### config.mk
export PLATFORM = sky130hd
export DESIGN_NAME = lstm_stream_master_flat
export DESIGN_NICKNAME = d
export VERILOG_FILES = /design/src/rtl/lstm_acc_pkg.sv /design/src/rtl/lstm_stream_master_if.sv /design/src/rtl/lstm_stream_master.sv /design/src/flat_wrapper.sv
export SDC_FILE = /design/constraint.sdc
export NUM_CORES = 1
export LEC_CHECK = 0
export CAP_MARGIN = 10
export CORE_MARGIN = 10
export CORE_UTILIZATION = 40
export DETAILED_ROUTE_END_ITERATION = 6
export HOLD_SLACK_MARGIN = 0.06
export PLACE_DENSITY = 0.69
export SLEW_MARGIN = 10
export SYNTH_ARGS = -nofsm -noshare
export SYNTH_HDL_FRONTEND = slang
export SYNTH_SLANG_ARGS = --single-unit
### constraint.sdc
create_clock -name clk -period 7.12 [get_ports clk]
set_input_delay 1.424 -clock clk [delete_from_list [all_inputs] [get_ports clk]]
set_output_delay 1.424 -clock clk [all_outputs]
set_load 0.05 [all_outputs]
### src/rtl/lstm_acc_pkg.sv
// Register map and FSM state encoding shared by the LSTM accelerator stream master
// and the accelerator's device-side register slave.
package lstm_acc_pkg;

    localparam logic [31:0] OFF_DATA_IN  = 32'h0000_0004;
    localparam logic [31:0] OFF_OUT_BASE = 32'h0000_0048;
    localparam logic [31:0] OFF_R_VALID  = 32'h0000_0058;
    localparam logic [31:0] OFF_IS_LAST  = 32'h0000_005C;
    localparam logic [31:0] OFF_W_VALID  = 32'h0000_0064;

    localparam logic [3:0]  BE_ALL       = 4'hF;

    typedef enum logic [3:0] {
        ST_IDLE,
        ST_SET_RV,
        ST_MRD,
        ST_AWR,
        ST_SET_LAST,
        ST_POLL,
        ST_ARD,
        ST_MWR,
        ST_CLR_LAST,
        ST_CLR_RV,
        ST_DONE
    } state_e;

endpackage

### src/rtl/lstm_stream_master_if.sv
// Simple req/gnt bus with a separate read/write-completion strobe; used for both the
// memory port and the accelerator register port of the stream master.
interface lstm_stream_master_if;

    logic        req;
    logic        we;
    logic [3:0]  be;
    logic [31:0] addr;
    logic [31:0] wdata;
    logic        gnt;
    logic        rvalid;
    logic [31:0] rdata;

    modport master (
        output req, we, be, addr, wdata,
        input  gnt, rvalid, rdata
    );

    modport slave (
        input  req, we, be, addr, wdata,
        output gnt, rvalid, rdata
    );

endinterface

### src/rtl/lstm_stream_master.sv
// Bus initiator that streams input words into the LSTM accelerator, optionally closes
// the timestep gate, polls for results and copies them back to memory.
module lstm_stream_master
    import lstm_acc_pkg::*;
#(
    parameter logic [31:0] ACC_BASE   = 32'h0,
    parameter int unsigned OUT_WORDS  = 8,
    parameter int unsigned POLL_LIMIT = 1024
) (
    input  logic                        clk,
    input  logic                        rst,
    input  logic                        start_i,
    input  logic [31:0]                 src_addr_i,
    input  logic [31:0]                 dst_addr_i,
    input  logic [15:0]                 n_words_i,
    input  logic                        last_i,
    output logic                        busy_o,
    output logic                        done_o,
    output logic                        err_o,
    lstm_stream_master_if.master        mem,
    lstm_stream_master_if.master        acc
);

    localparam int unsigned    PCW          = $clog2(POLL_LIMIT + 1);
    localparam logic [15:0]    OUT_WORDS_W  = 16'(OUT_WORDS);
    localparam logic [PCW-1:0] POLL_LIMIT_W = PCW'(POLL_LIMIT);

    state_e         state_q, state_d;
    logic           wait_q, wait_d;
    logic [15:0]    i_q, i_d;
    logic [15:0]    k_q, k_d;
    logic [PCW-1:0] poll_q, poll_d;
    logic           err_q, err_d;

    logic [31:0]    src_q, src_d;
    logic [31:0]    dst_q, dst_d;
    logic [15:0]    n_q, n_d;
    logic           last_q, last_d;
    logic [31:0]    buf_q, buf_d;

    logic [15:0]    i_inc;
    logic [15:0]    k_inc;
    logic [PCW-1:0] poll_inc;
    state_e         after_in;

    assign i_inc    = i_q + 16'd1;
    assign k_inc    = k_q + 16'd1;
    assign poll_inc = poll_q + PCW'(1);
    assign after_in = last_q ? ST_SET_LAST : ST_CLR_RV;

    assign busy_o = (state_q != ST_IDLE) && (state_q != ST_DONE);
    assign done_o = (state_q == ST_DONE);
    assign err_o  = err_q;

    // wait_q marks a granted transaction whose completion strobe is still outstanding;
    // req is dropped meanwhile so each port never has more than one transaction in flight.
    always_comb begin
        state_d   = state_q;
        wait_d    = wait_q;
        i_d       = i_q;
        k_d       = k_q;
        poll_d    = poll_q;
        err_d     = err_q;
        src_d     = src_q;
        dst_d     = dst_q;
        n_d       = n_q;
        last_d    = last_q;
        buf_d     = buf_q;
        mem.req   = 1'b0;
        mem.we    = 1'b0;
        mem.be    = 4'h0;
        mem.addr  = 32'h0;
        mem.wdata = 32'h0;
        acc.req   = 1'b0;
        acc.we    = 1'b0;
        acc.be    = 4'h0;
        acc.addr  = 32'h0;
        acc.wdata = 32'h0;

        case (state_q)
            ST_IDLE: begin
                if (start_i) begin
                    src_d   = src_addr_i;
                    dst_d   = dst_addr_i;
                    n_d     = n_words_i;
                    last_d  = last_i;
                    err_d   = 1'b0;
                    i_d     = 16'd0;
                    k_d     = 16'd0;
                    poll_d  = '0;
                    wait_d  = 1'b0;
                    state_d = ST_SET_RV;
                end
            end

            ST_SET_RV: begin
                acc.req   = 1'b1;
                acc.we    = 1'b1;
                acc.be    = BE_ALL;
                acc.addr  = ACC_BASE + OFF_R_VALID;
                acc.wdata = 32'd1;
                if (acc.gnt) state_d = (n_q == 16'd0) ? after_in : ST_MRD;
            end

            ST_MRD: begin
                if (!wait_q) begin
                    mem.req  = 1'b1;
                    mem.be   = BE_ALL;
                    mem.addr = src_q + {14'd0, i_q, 2'b00};
                    if (mem.gnt) wait_d = 1'b1;
                end else if (mem.rvalid) begin
                    wait_d  = 1'b0;
                    buf_d   = mem.rdata;
                    state_d = ST_AWR;
                end
            end

            ST_AWR: begin
                acc.req   = 1'b1;
                acc.we    = 1'b1;
                acc.be    = BE_ALL;
                acc.addr  = ACC_BASE + OFF_DATA_IN;
                acc.wdata = buf_q;
                if (acc.gnt) begin
                    i_d     = i_inc;
                    state_d = (i_inc == n_q) ? after_in : ST_MRD;
                end
            end

            ST_SET_LAST: begin
                acc.req   = 1'b1;
                acc.we    = 1'b1;
                acc.be    = BE_ALL;
                acc.addr  = ACC_BASE + OFF_IS_LAST;
                acc.wdata = 32'd1;
                if (acc.gnt) state_d = ST_POLL;
            end

            ST_POLL: begin
                if (!wait_q) begin
                    acc.req  = 1'b1;
                    acc.be   = BE_ALL;
                    acc.addr = ACC_BASE + OFF_W_VALID;
                    if (acc.gnt) wait_d = 1'b1;
                end else if (acc.rvalid) begin
                    wait_d = 1'b0;
                    if (acc.rdata[0]) begin
                        state_d = ST_ARD;
                    end else begin
                        poll_d = poll_inc;
                        if (poll_inc == POLL_LIMIT_W) begin
                            err_d   = 1'b1;
                            state_d = ST_CLR_LAST;
                        end
                    end
                end
            end

            // The output window is four words wide; k wraps over it.
            ST_ARD: begin
                if (!wait_q) begin
                    acc.req  = 1'b1;
                    acc.be   = BE_ALL;
                    acc.addr = ACC_BASE + OFF_OUT_BASE + {28'd0, k_q[1:0], 2'b00};
                    if (acc.gnt) wait_d = 1'b1;
                end else if (acc.rvalid) begin
                    wait_d  = 1'b0;
                    buf_d   = acc.rdata;
                    state_d = ST_MWR;
                end
            end

            ST_MWR: begin
                if (!wait_q) begin
                    mem.req   = 1'b1;
                    mem.we    = 1'b1;
                    mem.be    = BE_ALL;
                    mem.addr  = dst_q + {14'd0, k_q, 2'b00};
                    mem.wdata = buf_q;
                    if (mem.gnt) wait_d = 1'b1;
                end else if (mem.rvalid) begin
                    wait_d  = 1'b0;
                    k_d     = k_inc;
                    state_d = (k_inc == OUT_WORDS_W) ? ST_CLR_LAST : ST_ARD;
                end
            end

            ST_CLR_LAST: begin
                acc.req   = 1'b1;
                acc.we    = 1'b1;
                acc.be    = BE_ALL;
                acc.addr  = ACC_BASE + OFF_IS_LAST;
                acc.wdata = 32'd0;
                if (acc.gnt) state_d = ST_CLR_RV;
            end

            ST_CLR_RV: begin
                acc.req   = 1'b1;
                acc.we    = 1'b1;
                acc.be    = BE_ALL;
                acc.addr  = ACC_BASE + OFF_R_VALID;
                acc.wdata = 32'd0;
                if (acc.gnt) state_d = ST_DONE;
            end

            ST_DONE: state_d = ST_IDLE;

            default: state_d = ST_IDLE;
        endcase
    end

    always_ff @(posedge clk or negedge rst) begin
        if (!rst) begin
            state_q <= ST_IDLE;
            wait_q  <= 1'b0;
            i_q     <= 16'd0;
            k_q     <= 16'd0;
            poll_q  <= '0;
            err_q   <= 1'b0;
        end else begin
            state_q <= state_d;
            wait_q  <= wait_d;
            i_q     <= i_d;
            k_q     <= k_d;
            poll_q  <= poll_d;
            err_q   <= err_d;
        end
    end

    // Command fields and the word buffer are only consumed outside IDLE, so they carry no reset.
    always_ff @(posedge clk) begin
        src_q  <= src_d;
        dst_q  <= dst_d;
        n_q    <= n_d;
        last_q <= last_d;
        buf_q  <= buf_d;
    end

endmodule

### src/flat_wrapper.sv
// flat-port wrapper written by rule: the top's interface ports become plain ports
module lstm_stream_master_flat import lstm_acc_pkg::*;
#(
    parameter logic [31:0] ACC_BASE   = 32'h0,
    parameter int unsigned OUT_WORDS  = 8,
    parameter int unsigned POLL_LIMIT = 1024
)
  (clk, rst, start_i, src_addr_i, dst_addr_i, n_words_i, last_i, busy_o, done_o, err_o, mem_req, mem_we, mem_be, mem_addr, mem_wdata, mem_gnt, mem_rvalid, mem_rdata, acc_req, acc_we, acc_be, acc_addr, acc_wdata, acc_gnt, acc_rvalid, acc_rdata);
  lstm_stream_master_if mem_i ();
  lstm_stream_master_if acc_i ();
  input  logic clk;
  input  logic rst;
  input  logic start_i;
  input  logic [31:0] src_addr_i;
  input  logic [31:0] dst_addr_i;
  input  logic [15:0] n_words_i;
  input  logic last_i;
  output logic busy_o;
  output logic done_o;
  output logic err_o;
  output wire logic [$bits(mem_i.req)-1:0] mem_req;
  output wire logic [$bits(mem_i.we)-1:0] mem_we;
  output wire logic [$bits(mem_i.be)-1:0] mem_be;
  output wire logic [$bits(mem_i.addr)-1:0] mem_addr;
  output wire logic [$bits(mem_i.wdata)-1:0] mem_wdata;
  input wire logic [$bits(mem_i.gnt)-1:0] mem_gnt;
  input wire logic [$bits(mem_i.rvalid)-1:0] mem_rvalid;
  input wire logic [$bits(mem_i.rdata)-1:0] mem_rdata;
  output wire logic [$bits(acc_i.req)-1:0] acc_req;
  output wire logic [$bits(acc_i.we)-1:0] acc_we;
  output wire logic [$bits(acc_i.be)-1:0] acc_be;
  output wire logic [$bits(acc_i.addr)-1:0] acc_addr;
  output wire logic [$bits(acc_i.wdata)-1:0] acc_wdata;
  input wire logic [$bits(acc_i.gnt)-1:0] acc_gnt;
  input wire logic [$bits(acc_i.rvalid)-1:0] acc_rvalid;
  input wire logic [$bits(acc_i.rdata)-1:0] acc_rdata;
  assign mem_req = mem_i.req;
  assign mem_we = mem_i.we;
  assign mem_be = mem_i.be;
  assign mem_addr = mem_i.addr;
  assign mem_wdata = mem_i.wdata;
  assign mem_i.gnt = mem_gnt;
  assign mem_i.rvalid = mem_rvalid;
  assign mem_i.rdata = mem_rdata;
  assign acc_req = acc_i.req;
  assign acc_we = acc_i.we;
  assign acc_be = acc_i.be;
  assign acc_addr = acc_i.addr;
  assign acc_wdata = acc_i.wdata;
  assign acc_i.gnt = acc_gnt;
  assign acc_i.rvalid = acc_rvalid;
  assign acc_i.rdata = acc_rdata;
  lstm_stream_master #(.ACC_BASE(ACC_BASE), .OUT_WORDS(OUT_WORDS), .POLL_LIMIT(POLL_LIMIT)) u_core (.clk(clk), .rst(rst), .start_i(start_i), .src_addr_i(src_addr_i), .dst_addr_i(dst_addr_i), .n_words_i(n_words_i), .last_i(last_i), .busy_o(busy_o), .done_o(done_o), .err_o(err_o), .mem(mem_i), .acc(acc_i));
endmodule
; ---- Word level (Yosys, flattened, before mapping)
; Cells that the tools add are included.
; W data, S select, Z words.
[word_totals]
reg_bits = 162
latch_bits = 0
mem_bits_rw = 0
mem_bits_ro = 0
in_bits = 152
output_inout_bits = 143
word_cells = 138
n_memories = 0
[classes]
add_sub_neg = 6
mul = 0
div = 0
n_lt_le_gt_ge = 0
eq_ne = 31
shifts = 0
mux = 67
n_bitwise = 0
reduce_logical = 23
[op_table]
columns = cell, n
row1 = $mux W32, 9
row2 = $pmux W32 S2, 3
row3 = $pmux W32 S5, 1
row4 = $mux W4, 22
row5 = $add A32 B18 Y32, 2
row6 = $mux W16, 4
row7 = $pmux W16 S2, 2
row8 = $mux W11, 4
row9 = $pmux W4 S10, 1
row10 = $add A16 B1 Y16 const B, 2
row11 = $ne A2 B2 Y1 const B, 11
row12 = $pmux W11 S2, 1
row13 = $eq A16 B16 Y1, 1
row14 = $eq A16 B4 Y1 const B, 1
row15 = $eq A4 B3 Y1 const B, 4
row16 = $logic_not A16 Y1, 1
row17 = $mux W1, 15
row18 = $reduce_and A15 Y1, 1
row19 = $eq A4 B4 Y1 const B, 3
row20 = $add A11 B1 Y11 const B, 1
row21 = $eq A11 B11 Y1 const B, 1
row22 = $ne A2 B1 Y1 const B, 5
row23 = $reduce_and A5 Y1, 2
row24 = $reduce_or A2 Y1, 5
row25 = 19 further kinds, 25

; ---- Longest topological paths before layout
[logic_depth]
depth_word = 7
depth_mapped = 12
depth_no_buf = 11

; ---- Worst setup path before layout
; Ideal clock, no wire load.
[synth_path]
kind = input to register
startpoint = input acc_rvalid
endpoint = register u_core.buf_q[0], enable pin
arrival_ns = 4.556
required_ns = 6.619
slack_ns = 2.063
path_stages = 2
n_path_buf = 0
path_cell_list = mux2i_1 > nor4_1
[synth_via]
elab_chain_len = 2
[synth_rtl]
columns = element, line_no
row1 = "start, declared", flat_wrapper.sv:35  ; input wire logic [$bits(acc_i.rvalid)-1:0] acc_rvalid;
row2 = $ne A2 B2 Y1 (no line), n/a
row3 = $reduce_and A5 Y1 (no line), n/a
row4 = "end signal, assigned", lstm_stream_master.sv:236  ; buf_q <= buf_d;
row5 = "end, declared", lstm_stream_master.sv:39  ; logic [31:0] buf_q, buf_d;
; Every way passes these cells.
; A chain may end at the register's enable or synchronous reset.

; ---- Final worst setup path
[layout_path]
startpoint = register u_core.k_q[0]
endpoint = output mem_addr[28]
[layout_via]
elab_chain_len = 3
[layout_rtl]
columns = element, line_no
row1 = "start, declared", lstm_stream_master.sv:31  ; logic [15:0] k_q, k_d;
row2 = "start signal, assigned", lstm_stream_master.sv:224  ; k_q <= k_d;
row3 = $add A32 B18 Y32, lstm_stream_master.sv:178  ; mem.addr = dst_q + {14'd0, k_q, 2'b00};
row4 = $mux W32, lstm_stream_master.sv:174  ; if (!wait_q) begin
row5 = $pmux W32 S2, lstm_stream_master.sv:80  ; case (state_q)
row6 = "end, declared", flat_wrapper.sv:24  ; output wire logic [$bits(mem_i.addr)-1:0] mem_addr;
; Every way passes these cells.

==> results <==
- For this run, the number of Yosys warnings is 0.
- The share of the Yosys chip area taken by registers is 0.442.
- The min-delay analysis places its worst path in the category reg -> reg.
- The effective utilization at floorplan is 0.403.
- The initial antenna violation count is 0.
- The pin count of the biggest net entering global routing is 83.
- The maximum count of clock buffers along a single path is 2.
- The post-route clock period utilization is 0.821.
- The clock period could shrink to a little under 6 ns.
- Ranked by total cell area, the synthesized netlist is headed by sky130_fd_sc_hd__edfxtp_1 32%, sky130_fd_sc_hd__dfrtp_1 12%, sky130_fd_sc_hd__ha_1 4.2%, sky130_fd_sc_hd__o21ai_0 3.9%, sky130_fd_sc_hd__mux2_2 3.4%.
- The relative area change from synthesis to final layout is 32.2%.
- The aggregate negative setup slack is 0 ns.
- The final-report hold violation count is 0.
- The number of clock buffers added by TritonCTS is 17.
- The residual DRC count is 0.
- The post-detailed-route count of antenna-violating nets is 0.
- The die is between 150 and 200 microns wide.
- The arrival time of the worst setup path is roughly 4.4 ns.
- The worst slew slack as a fraction of its limit is 0.265.
- The number of library cell types mapped by synthesis is 76.
- The antenna diode instance count is 0.
- The setup skew after layout is 0.0139 ns.
- The half-perimeter wire length of the detailed placement result is between 20,000 and 30,000 microns.
- Dividing the detail-routed via count by the number of cells gives approximately 5.6.
- The minimum setup slack among reg-to-reg paths is 3.52 ns.
- Yosys instantiated no cell more often than sky130_fd_sc_hd__edfxtp_1.
- The destination of the worst register-to-register timing path is u_core.poll_q[2]$_DFFE_PN0P_.
- The number of placed I/O pins is 295.
- Along the worst hold path, the cell count comes to 1.
- The wire length per cell after detailed routing is between 20 and 25 microns.
- The floorplan has 59 rows.
- The startpoint of the worst-slack reg-to-reg timing path is u_core.state_q[2]$_DFFE_PN0P_.
- The fraction of the mapped netlist area in compound gates came to 0.163.
- TritonCTS built the clock tree.
- Dividing total power by cell area gives a power density of 334 nW/um^2.
- Of the total synthesized cell area, the portion taken by AND, OR, NAND and NOR gates is 0.192.
- The via count of the first global-routing pass was a little under 9,000.
- The average size of a mapped cell is between 9 and 10 sq um.
- The post-synthesis xor/xnor area fraction is 0.0630.
- After synthesis, the largest family of logic cells by area is simple AND/OR/NAND/NOR gates.
- The most used flip-flop cell after synthesis is sky130_fd_sc_hd__edfxtp_1.
- Of the post-synthesis cell area, the part taken by muxes is 0.0402.
- The worst setup path startpoint is u_core.k_q[0]$_DFFE_PN0P_.
- For this block, the initial DRC count from the detailed router was roughly 800.
- The critical path in this run is classified as reg -> out.
- The number of buffers inserted by post-CTS setup repair is 0.
- IR analysis of the VDD net gives a maximum drop of ~0.00019 V.
- The number of iterations in the first detailed-routing pass is 5.
- The analysis attributes to cell leakage a power of 5.22 nW.
- The post-cts gate resize count is 0.
- Max-cap violations in this run came to 0.
- The core area is roughly 26,000 sq um.
- At the pin with the least slew margin, the transition time is about 1.1 ns.
- After global routing the overflow that remains totals 0.
- Once layout is complete, the utilization of the core stands at 0.533.
- CTS built an H-tree with a depth of 4.
- The total vias in the final route is 9,142.
- For this run, the top clock speed supported by timing is ~170 MHz.
- The proportion of netlist area held by the largest area contributor is 0.325.
- Along the worst path, the maximum fanout reaches 13.
- The largest total area in the synthesized netlist belongs to sky130_fd_sc_hd__edfxtp_1.
- The commonest cells after synthesis are 113 x sky130_fd_sc_hd__edfxtp_1, 82 x sky130_fd_sc_hd__o21ai_0, 71 x sky130_fd_sc_hd__nor2_1, 62 x sky130_fd_sc_hd__nand2_1, 52 x sky130_fd_sc_hd__and3_1.
- The path with the worst hold slack has its endpoint at u_core.poll_q[4]$_DFFE_PN0P_.
- In the synthesized netlist the async set-or-reset flop fraction comes to 0.302.
- The post-layout net count is about 1,500.
- The flow ran to the end, and the final reports show no timing, DRC or antenna violations.
- The synthesized design contains between 100 and 150 enable-type register cells.
- The number of I/O port buffers is 267.
- The hold-fix buffer count after cts is 0.
- Setup violations remaining at the end of the flow were counted as 0.
- The clock network latency to the later pin of the worst-skew pair is between 0.4 and 0.5 ns.
- Setup repair after global routing left no endpoint under its margin.
- The post-synthesis adder-cell area fraction is 0.0457.
- Hold timing on the final database bottoms out at a slack of between 0.5 and 0.6 ns.
- The flip-flop and latch count after synthesis is around 160.
- The proportion of layout cells with a drive suffix above 1 is 0.0738.
- The area of the die is 33,000 sq um.
- Counting every instance in the synthesized netlist gives about 1,100.
- The max-slew violation count is 0.
- Measured in cells, the most critical reg-to-reg path has a length of 7.
- The worst hold path begins at u_core.poll_q[4]$_DFFE_PN0P_.
- Clock-pin slew was measured on the worst setup and hold paths at around 0.070 ns.
- The detailed-route wire length is around 35,000 microns.
- The wire length of the first global-routing pass is about 53,000 microns.
- The kind of start point of the critical path is a flip-flop.
- The netlist area before placement is between 10,000 and 15,000 sq um.
- CTS saw about 160 sinks.
- At the end of routability-driven placement, the weighted congestion stood at 0.951.
- The layout has roughly 2,300 filler cells.
- For the worst setup path, the data required time is between 5 and 6 ns.
- STA classifies the critical path endpoint as an output pin.
- The CTS root buffer is sky130_fd_sc_hd__clkbuf_16.
- In the global route stage, overall resource usage came out at 0.202.
- The floorplan die height is about 180 microns.
registers in the layout, indices dropped and copies added, names as in the netlist:
signal	flops
u_core.buf_q	32
u_core.dst_q	32
u_core.src_q	32
u_core.i_q	16
u_core.k_q	16
u_core.n_q	16
u_core.poll_q	11
u_core.state_q	4
u_core.err_o	1
u_core.last_q	1
u_core.wait_q	1
worst max-delay path by stage:
stage	endpoint	slack, ns	cells past startpoint
finish	mem_addr[28]	1.28	12
global route	mem_addr[28]	1.01	12
CTS	mem_addr[28]	1.31	12
detailed placement	mem_addr[28]	1.79	12
global placement	mem_addr[28]	1.86	12
floorplan	u_core.buf_q[0]$_DFFE_PP_	2.06	2
power by group:
part           switching (mW)  internal [mW]  total [mW]
Sequential              0.124           1.14        1.27
Combinational            1.62          0.803        2.43
Clock                   0.449          0.471       0.919
Total                    2.20           2.41        4.61
cell type report:
| cell class | count | area (sq um) | share of cell area |
|---|---|---|---|
| repair buffers | 276 | 2740 | 0.198 |
| inverters | 19 | 72.6 | 0.00525 |
| well taps | 335 | 419 | 0.0303 |
| clock inverters | 15 | 163 | 0.0118 |
| multi-input cells | 811 | 5380 | 0.390 |
| flip-flops and latches | 162 | 4620 | 0.334 |
| clock buffers | 17 | 425 | 0.0308 |
through the flow:
step	total power, mW	setup slack [ns]	area, sq um	cells
3_3_place_gp	3.71	1.86	13200	1603
6_report	4.61	1.28	13800	1635
2_1_floorplan	2.91	2.06	10500	1080
5_1_grt	4.80	1.01	13800	1635
4_1_cts	4.64	1.31	13800	1635
3_5_place_dp	3.71	1.79	13200	1603
per-layer routing:
layer	up-vias	routed length, microns	global-route usage
met4	0	395	0.0417
li1	4379	-	-
met3	18	1700	0.0346
met2	298	17700	0.350
met5	-	0	0
met1	4447	14700	0.260
kinds of logic (layout without fill, tap and decap cells):
logic type / Yosys count / after routing
AO/OA/AOI/OAI: 264 / 264
XOR/XNOR: 72 / 72
adder cells (fa/ha/maj): 37 / 37
buffers and inverters: 107 / 327
flip-flops: 162 / 162
multiplexers: 38 / 38
other: 1 / 27
AND/OR/NAND/NOR: 373 / 373
placed cells by master (no fill, tap or decap), types with 18 or more instances in the layout:
cell type	instances
sky130_fd_sc_hd__nor2_1	69
sky130_fd_sc_hd__nand3_1	49
sky130_fd_sc_hd__edfxtp_1	113
sky130_fd_sc_hd__inv_1	18
sky130_fd_sc_hd__clkdlybuf4s50_1	266
sky130_fd_sc_hd__xnor2_1	30
sky130_fd_sc_hd__and3_1	52
sky130_fd_sc_hd__a21oi_1	39
sky130_fd_sc_hd__ha_1	35
sky130_fd_sc_hd__mux2_2	32
sky130_fd_sc_hd__dfrtp_1	49
sky130_fd_sc_hd__o22ai_1	22
sky130_fd_sc_hd__conb_1	27
sky130_fd_sc_hd__and2_1	38
sky130_fd_sc_hd__nand2_1	62
sky130_fd_sc_hd__xor2_1	40
sky130_fd_sc_hd__o21ai_0	82
critical path, stage by stage, from the launching register on:
cell,delay (ns)
sky130_fd_sc_hd__dfrtp_1,0.45
sky130_fd_sc_hd__ha_1,0.25
sky130_fd_sc_hd__inv_1,0.08
sky130_fd_sc_hd__fa_1,0.20
sky130_fd_sc_hd__nor2b_1,0.06
sky130_fd_sc_hd__o31a_1,0.27
sky130_fd_sc_hd__o221a_2,0.25
sky130_fd_sc_hd__nor2_1,0.24
sky130_fd_sc_hd__o221ai_1,0.21
sky130_fd_sc_hd__o21ai_1,0.76
sky130_fd_sc_hd__o211ai_1,0.20
sky130_fd_sc_hd__o211ai_1,0.17
sky130_fd_sc_hd__clkdlybuf4s50_1,0.86
No activity file was read; power rests on OpenSTA's default activity.
